### src/rtl/i2c_target.sv
// I2C target in the system clock domain: synchronised, glitch-filtered SCL/SDA, 7-bit address
// match and a byte-wide register port with an auto-incrementing, wrapping pointer.
module i2c_target #(
  parameter logic [6:0]  ADDRESS     = 7'h42,
  parameter int unsigned REG_AW      = 4,
  parameter int unsigned SYNC_STAGES = 2,
  parameter int unsigned FILTER_LEN  = 3
) (
  input  logic              clk_i,
  input  logic              rst_i,
  input  logic              scl_i,
  input  logic              sda_i,
  output logic              sda_oe_o,
  output logic              wr_en_o,
  output logic [REG_AW-1:0] wr_addr_o,
  output logic [7:0]        wr_data_o,
  output logic [REG_AW-1:0] rd_addr_o,
  input  logic [7:0]        rd_data_i,
  output logic              rd_en_o,
  output logic              busy_o
);

  localparam int unsigned    CntW   = $clog2(FILTER_LEN + 1);
  localparam logic [CntW-1:0] CntMax = CntW'(FILTER_LEN - 1);

  typedef enum logic [3:0] {
    StIdle, StAddr, StAddrAck, StPtr, StPtrAck, StWrData, StWrAck, StRdData, StRdAck, StIgnore
  } state_e;

  // Line index 0 is SCL, 1 is SDA.
  logic [1:0]                  raw;
  logic [1:0][SYNC_STAGES-1:0] sync_q, sync_d;
  logic [1:0][CntW-1:0]        cnt_q, cnt_d;
  logic [1:0]                  flt_q, flt_d, prev_q;

  state_e              state_q, state_d;
  logic [3:0]          bit_cnt_q, bit_cnt_d;
  logic [7:0]          shift_q, shift_d;
  logic                rw_q, rw_d;
  logic [REG_AW-1:0]   ptr_q, ptr_d;
  logic                oe_q, oe_d;
  logic                wr_en_q, wr_en_d;
  logic [REG_AW-1:0]   wr_addr_q, wr_addr_d;
  logic [7:0]          wr_data_q, wr_data_d;
  logic                rd_en_q, rd_en_d;
  logic                busy_q, busy_d;

  logic       scl_f, sda_f, scl_rise, scl_fall, start_det, stop_det, last_bit, load_rd;
  logic [7:0] rx_byte;

  assign raw = {sda_i, scl_i};

  // A filtered line only follows its synchroniser after FILTER_LEN consecutive differing samples.
  always_comb begin
    for (int i = 0; i < 2; i++) begin
      sync_d[i] = {sync_q[i][SYNC_STAGES-2:0], raw[i]};
      flt_d[i]  = flt_q[i];
      cnt_d[i]  = '0;
      if (sync_q[i][SYNC_STAGES-1] != flt_q[i]) begin
        if (cnt_q[i] == CntMax) begin
          flt_d[i] = sync_q[i][SYNC_STAGES-1];
        end else begin
          cnt_d[i] = cnt_q[i] + 1'b1;
        end
      end
    end
  end

  assign scl_f     = flt_q[0];
  assign sda_f     = flt_q[1];
  assign scl_rise  = scl_f & ~prev_q[0];
  assign scl_fall  = ~scl_f & prev_q[0];
  assign start_det = ~sda_f & prev_q[1] & scl_f & prev_q[0];
  assign stop_det  = sda_f & ~prev_q[1] & scl_f & prev_q[0];
  assign last_bit  = (bit_cnt_q == 4'd7);
  assign rx_byte   = {shift_q[6:0], sda_f};

  always_comb begin
    state_d   = state_q;
    bit_cnt_d = bit_cnt_q;
    shift_d   = shift_q;
    rw_d      = rw_q;
    ptr_d     = ptr_q;
    oe_d      = oe_q;
    wr_en_d   = 1'b0;
    wr_addr_d = wr_addr_q;
    wr_data_d = wr_data_q;
    rd_en_d   = 1'b0;
    busy_d    = busy_q;
    load_rd   = 1'b0;

    if (start_det) begin
      state_d   = StAddr;
      bit_cnt_d = '0;
      oe_d      = 1'b0;
    end else if (stop_det) begin
      state_d   = StIdle;
      bit_cnt_d = '0;
      oe_d      = 1'b0;
      busy_d    = 1'b0;
    end else begin
      unique case (state_q)
        StAddr: begin
          if (scl_rise) begin
            shift_d   = rx_byte;
            bit_cnt_d = bit_cnt_q + 4'd1;
            if (last_bit) begin
              bit_cnt_d = '0;
              if (shift_q[6:0] == ADDRESS) begin
                state_d = StAddrAck;
                rw_d    = sda_f;
                busy_d  = 1'b1;
              end else begin
                state_d = StIgnore;
                busy_d  = 1'b0;
              end
            end
          end
        end
        StPtr: begin
          if (scl_rise) begin
            shift_d   = rx_byte;
            bit_cnt_d = bit_cnt_q + 4'd1;
            if (last_bit) begin
              bit_cnt_d = '0;
              ptr_d     = rx_byte[REG_AW-1:0];
              state_d   = StPtrAck;
            end
          end
        end
        StWrData: begin
          if (scl_rise) begin
            shift_d   = rx_byte;
            bit_cnt_d = bit_cnt_q + 4'd1;
            if (last_bit) begin
              bit_cnt_d = '0;
              wr_en_d   = 1'b1;
              wr_addr_d = ptr_q;
              wr_data_d = rx_byte;
              ptr_d     = ptr_q + 1'b1;
              state_d   = StWrAck;
            end
          end
        end
        // ACK is always driven, so oe_q tells the first fall (start ACK) from the second (end).
        StAddrAck, StPtrAck, StWrAck: begin
          if (scl_fall) begin
            if (!oe_q) begin
              oe_d = 1'b1;
            end else begin
              oe_d      = 1'b0;
              bit_cnt_d = '0;
              if (state_q == StAddrAck && rw_q) begin
                load_rd = 1'b1;
              end else if (state_q == StAddrAck) begin
                state_d = StPtr;
              end else begin
                state_d = StWrData;
              end
            end
          end
        end
        StRdData: begin
          if (scl_fall) begin
            if (bit_cnt_q == 4'd8) begin
              oe_d      = 1'b0;
              bit_cnt_d = '0;
              state_d   = StRdAck;
            end else begin
              oe_d      = ~shift_q[6];
              shift_d   = {shift_q[6:0], 1'b0};
              bit_cnt_d = bit_cnt_q + 4'd1;
            end
          end
        end
        // bit_cnt_q marks whether the master's ACK has already been seen in this slot.
        StRdAck: begin
          if (scl_rise && bit_cnt_q == 4'd0) begin
            if (!sda_f) begin
              ptr_d     = ptr_q + 1'b1;
              bit_cnt_d = 4'd1;
            end else begin
              state_d = StIgnore;
            end
          end else if (scl_fall && bit_cnt_q == 4'd1) begin
            load_rd = 1'b1;
          end
        end
        StIdle, StIgnore: begin
        end
        default: state_d = StIdle;
      endcase

      if (load_rd) begin
        shift_d   = rd_data_i;
        rd_en_d   = 1'b1;
        oe_d      = ~rd_data_i[7];
        bit_cnt_d = 4'd1;
        state_d   = StRdData;
      end
    end
  end

  always_ff @(posedge clk_i) begin
    if (rst_i) begin
      sync_q    <= '1;
      cnt_q     <= '0;
      flt_q     <= 2'b11;
      prev_q    <= 2'b11;
      state_q   <= StIdle;
      bit_cnt_q <= '0;
      shift_q   <= '0;
      rw_q      <= 1'b0;
      ptr_q     <= '0;
      oe_q      <= 1'b0;
      wr_en_q   <= 1'b0;
      wr_addr_q <= '0;
      wr_data_q <= '0;
      rd_en_q   <= 1'b0;
      busy_q    <= 1'b0;
    end else begin
      sync_q    <= sync_d;
      cnt_q     <= cnt_d;
      flt_q     <= flt_d;
      prev_q    <= flt_q;
      state_q   <= state_d;
      bit_cnt_q <= bit_cnt_d;
      shift_q   <= shift_d;
      rw_q      <= rw_d;
      ptr_q     <= ptr_d;
      oe_q      <= oe_d;
      wr_en_q   <= wr_en_d;
      wr_addr_q <= wr_addr_d;
      wr_data_q <= wr_data_d;
      rd_en_q   <= rd_en_d;
      busy_q    <= busy_d;
    end
  end

  assign sda_oe_o  = oe_q;
  assign wr_en_o   = wr_en_q;
  assign wr_addr_o = wr_addr_q;
  assign wr_data_o = wr_data_q;
  assign rd_addr_o = ptr_q;
  assign rd_en_o   = rd_en_q;
  assign busy_o    = busy_q;

endmodule

### config.mk
export PLATFORM = sky130hd
export DESIGN_NAME = i2c_target
export DESIGN_NICKNAME = d
export VERILOG_FILES = /design/src/rtl/i2c_target.sv
export SDC_FILE = /design/constraint.sdc
export NUM_CORES = 1
export LEC_CHECK = 0
export BUFFER_PORTS_ARGS = -buffer_cell sky130_fd_sc_hd__buf_2
export CAP_MARGIN = 10
export CORE_AREA = 8 8 79 81
export DETAILED_ROUTE_END_ITERATION = 7
export DIE_AREA = 0 0 87 89
export HOLD_SLACK_MARGIN = 0.1
export PLACE_DENSITY = 0.77
export SLEW_MARGIN = 20
export SYNTH_ARGS = -nofsm -noshare
export SYNTH_HDL_FRONTEND = slang
export SYNTH_SLANG_ARGS = --single-unit
### constraint.sdc
create_clock -name clk_i -period 1.9 [get_ports clk_i]
set_input_delay 0.095 -clock clk_i [delete_from_list [all_inputs] [get_ports clk_i]]
set_output_delay 0.095 -clock clk_i [all_outputs]
set_load 0.05 [all_outputs]
; Word level (Yosys, flattened, before mapping)
; Index checks and enable logic that the tools add are counted.
[totals]
regBits = 48
inputBits = 12
elab_cells = 205
output_inout_bits = 20
[classes]
add_sub_neg = 4
n_reduce_logical = 34
eq_ne = 63
n_mux = 62
bitwise = 21
[ops]
columns = operator, n
row1 = two-way mux 4 bit, 28
row2 = inequality test 5 bit (second input constant), 13
row3 = inequality test 3 bit (second input constant), 15
row4 = AND reduction 14 bit, 3
row5 = inequality test 2 bit (second input constant), 15
row6 = two-way mux 7 bit, 4
row7 = case mux 4 bit (7 select lines), 1
row8 = two-way mux 1 bit, 22
row9 = == test 4 x 3 -> 1 bit (second input constant), 5
row10 = case mux 4 bit (4 select lines), 1
row11 = OR reduction 3 bit, 5
row12 = case mux 7 bit (2 select lines), 1
row13 = AND reduction 7 bit, 2
row14 = inverter 1 bit, 13
row15 = == test 4 bit (second input constant), 3
row16 = case mux 4 bit (3 select lines), 1
row17 = AND reduction 6 bit, 2
row18 = AND reduction 9 bit, 1
row19 = nonzero test 3 bit, 3
row20 = adder 4 x 1 -> 4 bit (second input constant), 2
row21 = bitwise AND 1 bit, 8
row22 = == test 4 x 1 -> 1 bit (second input constant), 2
row23 = == test 4 x 2 -> 1 bit (second input constant), 2
row24 = logical NOT 4 bit, 2
row25 = 20 further kinds, 30

; Depth between registers and ports, before layout
[depth]
ltp_word = 11
mapped_depth = 8
depth_no_buf = 7

; Worst setup path before layout
; Ideal clock, no wire load.
[synth_timing]
kind = reg-to-reg
from = register oe_q, in the netlist sda_oe_o
to = register shift_q[2]
period_less_slack_ns = 1.943
path_buffers = 2
setup_ns = 0.088
path_stages_with_launch = 8
slack_ns = -0.043
arrival_ns = 1.855
t_required_ns = 1.812
path_cell_list = dfxtp_1 nor4bb_1 a32oi_2 buf_6 nor2_8 buf_8 nand2_1 a311oi_2
[synth_via]
elab_chain_cells = 7
elab_cells_between_ends = 11
classes_between = eq/ne (3) / mux (6) / reduce/logical (2)
[synth_rtl]
columns = item, line_no
row1 = from (decl), 41  ; logic oe_q, oe_d;
row2 = from (signal assigned), 215  ; oe_q <= 1'b0;
row3 = from (signal assigned), 231  ; oe_q <= oe_d;
row4 = two-way mux 1 bit *, 148  ; if (!oe_q) begin
row5 = two-way mux 1 bit *, 147  ; if (scl_fall) begin
row6 = case mux 1 bit (2 select lines) *, 102  ; unique case (state_q)
row7 = two-way mux 1 bit *, 96  ; end else if (stop_det) begin
row8 = two-way mux 1 bit *, 92  ; if (start_det) begin
row9 = inequality test 3 bit (no source line) (tied with other cells), n/a
row10 = AND reduction 6 bit (no source line), n/a
row11 = to (signal assigned), 228  ; shift_q <= shift_d;
row12 = to (decl), 38  ; logic [7:0] shift_q, shift_d;
; Mark *: on every way between the ends. The rest lies on a longest branch, timed or not. The select of a mux whose other input is x is not followed.
; A chain may end at the register's enable or synchronous reset.

; Final worst setup path
[layout_timing]
from = register state_q[0]
to = register bit_cnt_q[2]
[layout_via]
elab_chain_cells = 9
elab_cells_between_ends = 27
classes_between = eq/ne (14) / mux (7) / reduce/logical (6)
[layout_rtl]
columns = item, line_no
row1 = from (decl), 36  ; state_e state_q, state_d;
row2 = from (signal assigned), 210  ; state_q <= StIdle;
row3 = from (signal assigned), 226  ; state_q <= state_d;
row4 = == test 4 x 2 -> 1 bit, "102, 153"
row5 = logical AND 1 bit, 153  ; if (state_q == StAddrAck && rw_q) begin
row6 = two-way mux 1 bit, 153
row7 = two-way mux 1 bit, 148
row8 = two-way mux 1 bit, 147
row9 = case mux 1 bit (2 select lines), 102
row10 = two-way mux 1 bit, 96
row11 = two-way mux 1 bit, 92
row12 = OR reduction 4 bit (no source line), n/a
row13 = to (signal assigned), 227  ; bit_cnt_q <= bit_cnt_d;
row14 = to (decl), 37  ; logic [3:0] bit_cnt_q, bit_cnt_d;
; Several ways; a longest one is shown, not always the timed one. The select of a mux whose other input is x is not followed.

==> flow_summary.toml <==
[outcome]
status = "finished, final reports clean"

[cells_and_area]
area_growth_pct = 27.92
nets = 393
layout_commonest_cell = "buf_4"
final_util = 0.7129
drive_gt1_frac = 0.3644
antenna_cells = 0
layout_common_cells = "buf_4, dfxtp_1, nor2_1"
final_cells = 446

[setup_path]
start_kind = "flip-flop"
crit_type = "flip-flop to flip-flop"
critPathMaxFanout = 7
crit_path_end_kind = "flip-flop"
worst_ep_arrival_time_ns = 2.03
required_ns = 2.09

[detailed_routing]
drc = 0
via_per_inst = 5.971
wl_per_cell_um = 17.46
drt-total-wl_um = 7785
vias = 2663
drt_iter0_drc = 242
drtPass1Iterations = 5
detail-route-antenna-nets = 0

[yosys]
avgSynthCellArea_um2 = 9.065
ys_seq_area_frac = 0.3464
yosys.area.top_type_share = 0.3464
ys_types = 68
yosys_warnings = 0
ys_async_sr_fraction = 0
yosys_most_used_dff = "dfxtp_1"
syn_area_um2 = 2774
ys_top_cells_by_area = "dfxtp_1, mux2i_1, nor2_1"
synth_top_cell_by_area = "dfxtp_1"
synthCells = 306
synth_edf_count = 0
syn_nets = 324
yosys_register_bits = 48

[grt]
antenna_found_initial = 0
grt_pass1_wl_um = 12500
grt_overflow = 0
grt_usage = 0.2022
grt_pass1_vias = 2609
grt_max_degree = 25

[sta]
hold_slack_ns = 0.1102
period_needed_ns = 1.839
timing.final.ws_setup_ns = 0.06108
setup_viol = 0
slew_headroom = 0.7353
slew_violations = 0
hold_viol_final = 0
max_freq_mhz = 543.8
worst_pin_slew_ns = 0.3971
grt_setup_unrepaired = "yes"
finalCritPeriodShare = 0.9679
fin_skew_ns = 0.01013

[floorplanning]
initial_utilization = 0.5573
fp.dieW_um = 87
ioPinCount = 32
die-area_um2 = 7743
die_h_um = 89
design.core.area_um2 = 4977
rows = 26

[cts]
cts_tree = "built"
clock_path_buffers = 2
cts-buffers-inserted = 5
cts.sinks = 48
h-tree-depth = 2
cts_root_buf = "clkbuf_8"
clk_latency_ns = 0.30
clk_pin_slew_ns = 0.09

[placed_design]
place.gp.congestion = 0.9313
dp_hpwl_um = 5635
dp.cells = 426
io_buffer_count = 31
post-place-ws_ns = -0.09312

[power_and_ir_drop]
powerDensity_nw_per_um2 = 778.5
finalPower_w = 0.002762
clock_power_share = 0.237
combPwrFrac = 0.361
p_sw_frac = 0.3440
power_frac_seq = 0.403
internal_power_w = 0.001812
peakVddDrop_mv = 0.5617
power_switching_w = 0.0009502
leakage_nw = 1.350

[flow_run]
cap_violations = 0

[hold_path]
min_path_type = "input port to flip-flop"
## through the flow
stage / TNS [ns] / area (um2)
6_report: 0 / 3548
4_1_cts: 0 / 3446
2_1_floorplan: 0 / 2775
3_3_place_gp: -0.06401 / 3227
5_1_grt: -0.07390 / 3548
3_5_place_dp: -0.1725 / 3227
## power by group through the flow
stage | Combinational (W) | Sequential (W) | Clock, W
6_report | 0.000996 | 0.00111 | 0.000654
5_1_grt | 0.00107 | 0.00112 | 0.000709
4_1_cts | 0.000916 | 0.00110 | 0.000663
3_5_place_dp | 0.000860 | 0.00111 | 0
3_3_place_gp | 0.000848 | 0.00111 | 0
2_1_floorplan | 0.000609 | 0.00109 | 0
## worst max-delay path, cell delays in order (launching register included)
cell and delay (ns):
dfxtp_4 0.39, nor4b_4 0.38, buf_4 0.19, a41oi_1 0.16, o21ba_2 0.26, o31ai_1 0.25
a21oi_1 0.10
## cell usage after synthesis (all sizes together) (3+ instances only)
cell	n
dfxtp	48
nor2	34
mux2i	17
nand2	17
a21oi	15
o21ai	13
a211oi	12
buf	12
clkbuf	10
inv	10
nand3	9
a311oi	8
or2	7
ha	6
nand2b	6
nor3	6
nand3b	5
nor2b	5
and3b	4
nand4	4
or3	4
xnor2	4
a21o	3
a32oi	3
and3	3
nor4b	3
o221ai	3
o31ai	3
## metal layers
layer	global-route usage	up-vias	wire length (um)
met1	0.2295	1262	3212
met4	0.09546	0	230
met3	0.03952	25	554
met5	0	-	0
met2	0.3574	112	3787
li1	-	1264	-
## final timing paths
check                                     to  depth (start not counted)         start  slack [ns]
worst max-delay path            bit_cnt_q[2]                          6    state_q[0]        0.06
worst min-delay path              shift_q[0]                          3  rd_data_i[0]        0.11
worst max register to register  bit_cnt_q[2]                          6    state_q[0]        0.06
worst min register to register      cnt_q[2]                          1      cnt_q[2]        0.41
## repair_timing
| action | 4_1_cts | 5_1_grt |
|---|---|---|
| buffers inserted | 0 | 3 |
| pin swaps | 1 | 9 |
| endpoints found under the hold margin | 9 | 0 |
| hold buffers | 9 | 0 |
| endpoints found under the setup margin | 24 | 32 |
| gates resized for setup | 8 | 26 |
## logic make-up after synthesis
kind of cell / Yosys count / share of synthesized area
flip-flops: 48 / 0.3464
adder cells (fa/ha/maj): 6 / 0.02706
buffers and inverters: 32 / 0.06270
XOR/XNOR: 5 / 0.01579
AND/OR/NAND/NOR: 114 / 0.2323
multiplexers: 18 / 0.06540
AO/OA/AOI/OAI: 83 / 0.2504
## flip-flops by register name, indices dropped and copies added (netlist names), 2 cells and up
name       cells
state_q        4
prev_q         2
wr_addr_o      4
flt_q          2
shift_q        7
sync_d         2
bit_cnt_q      4
wr_data_o      8
cnt_q          4
sync_q         2
rd_addr_o      4
## cell type report
cell class / count / area (um2)
clock buffer: 6 / 82.58
clock inverter: 2 / 15.01
sequential: 48 / 982.2
timing repair buffer: 84 / 616.8
inverter: 10 / 37.54
fill: 391 / 1429
tap: 70 / 87.58
multi-input combinational: 226 / 1727
Note: power is estimated with default switching activity, not from simulation.
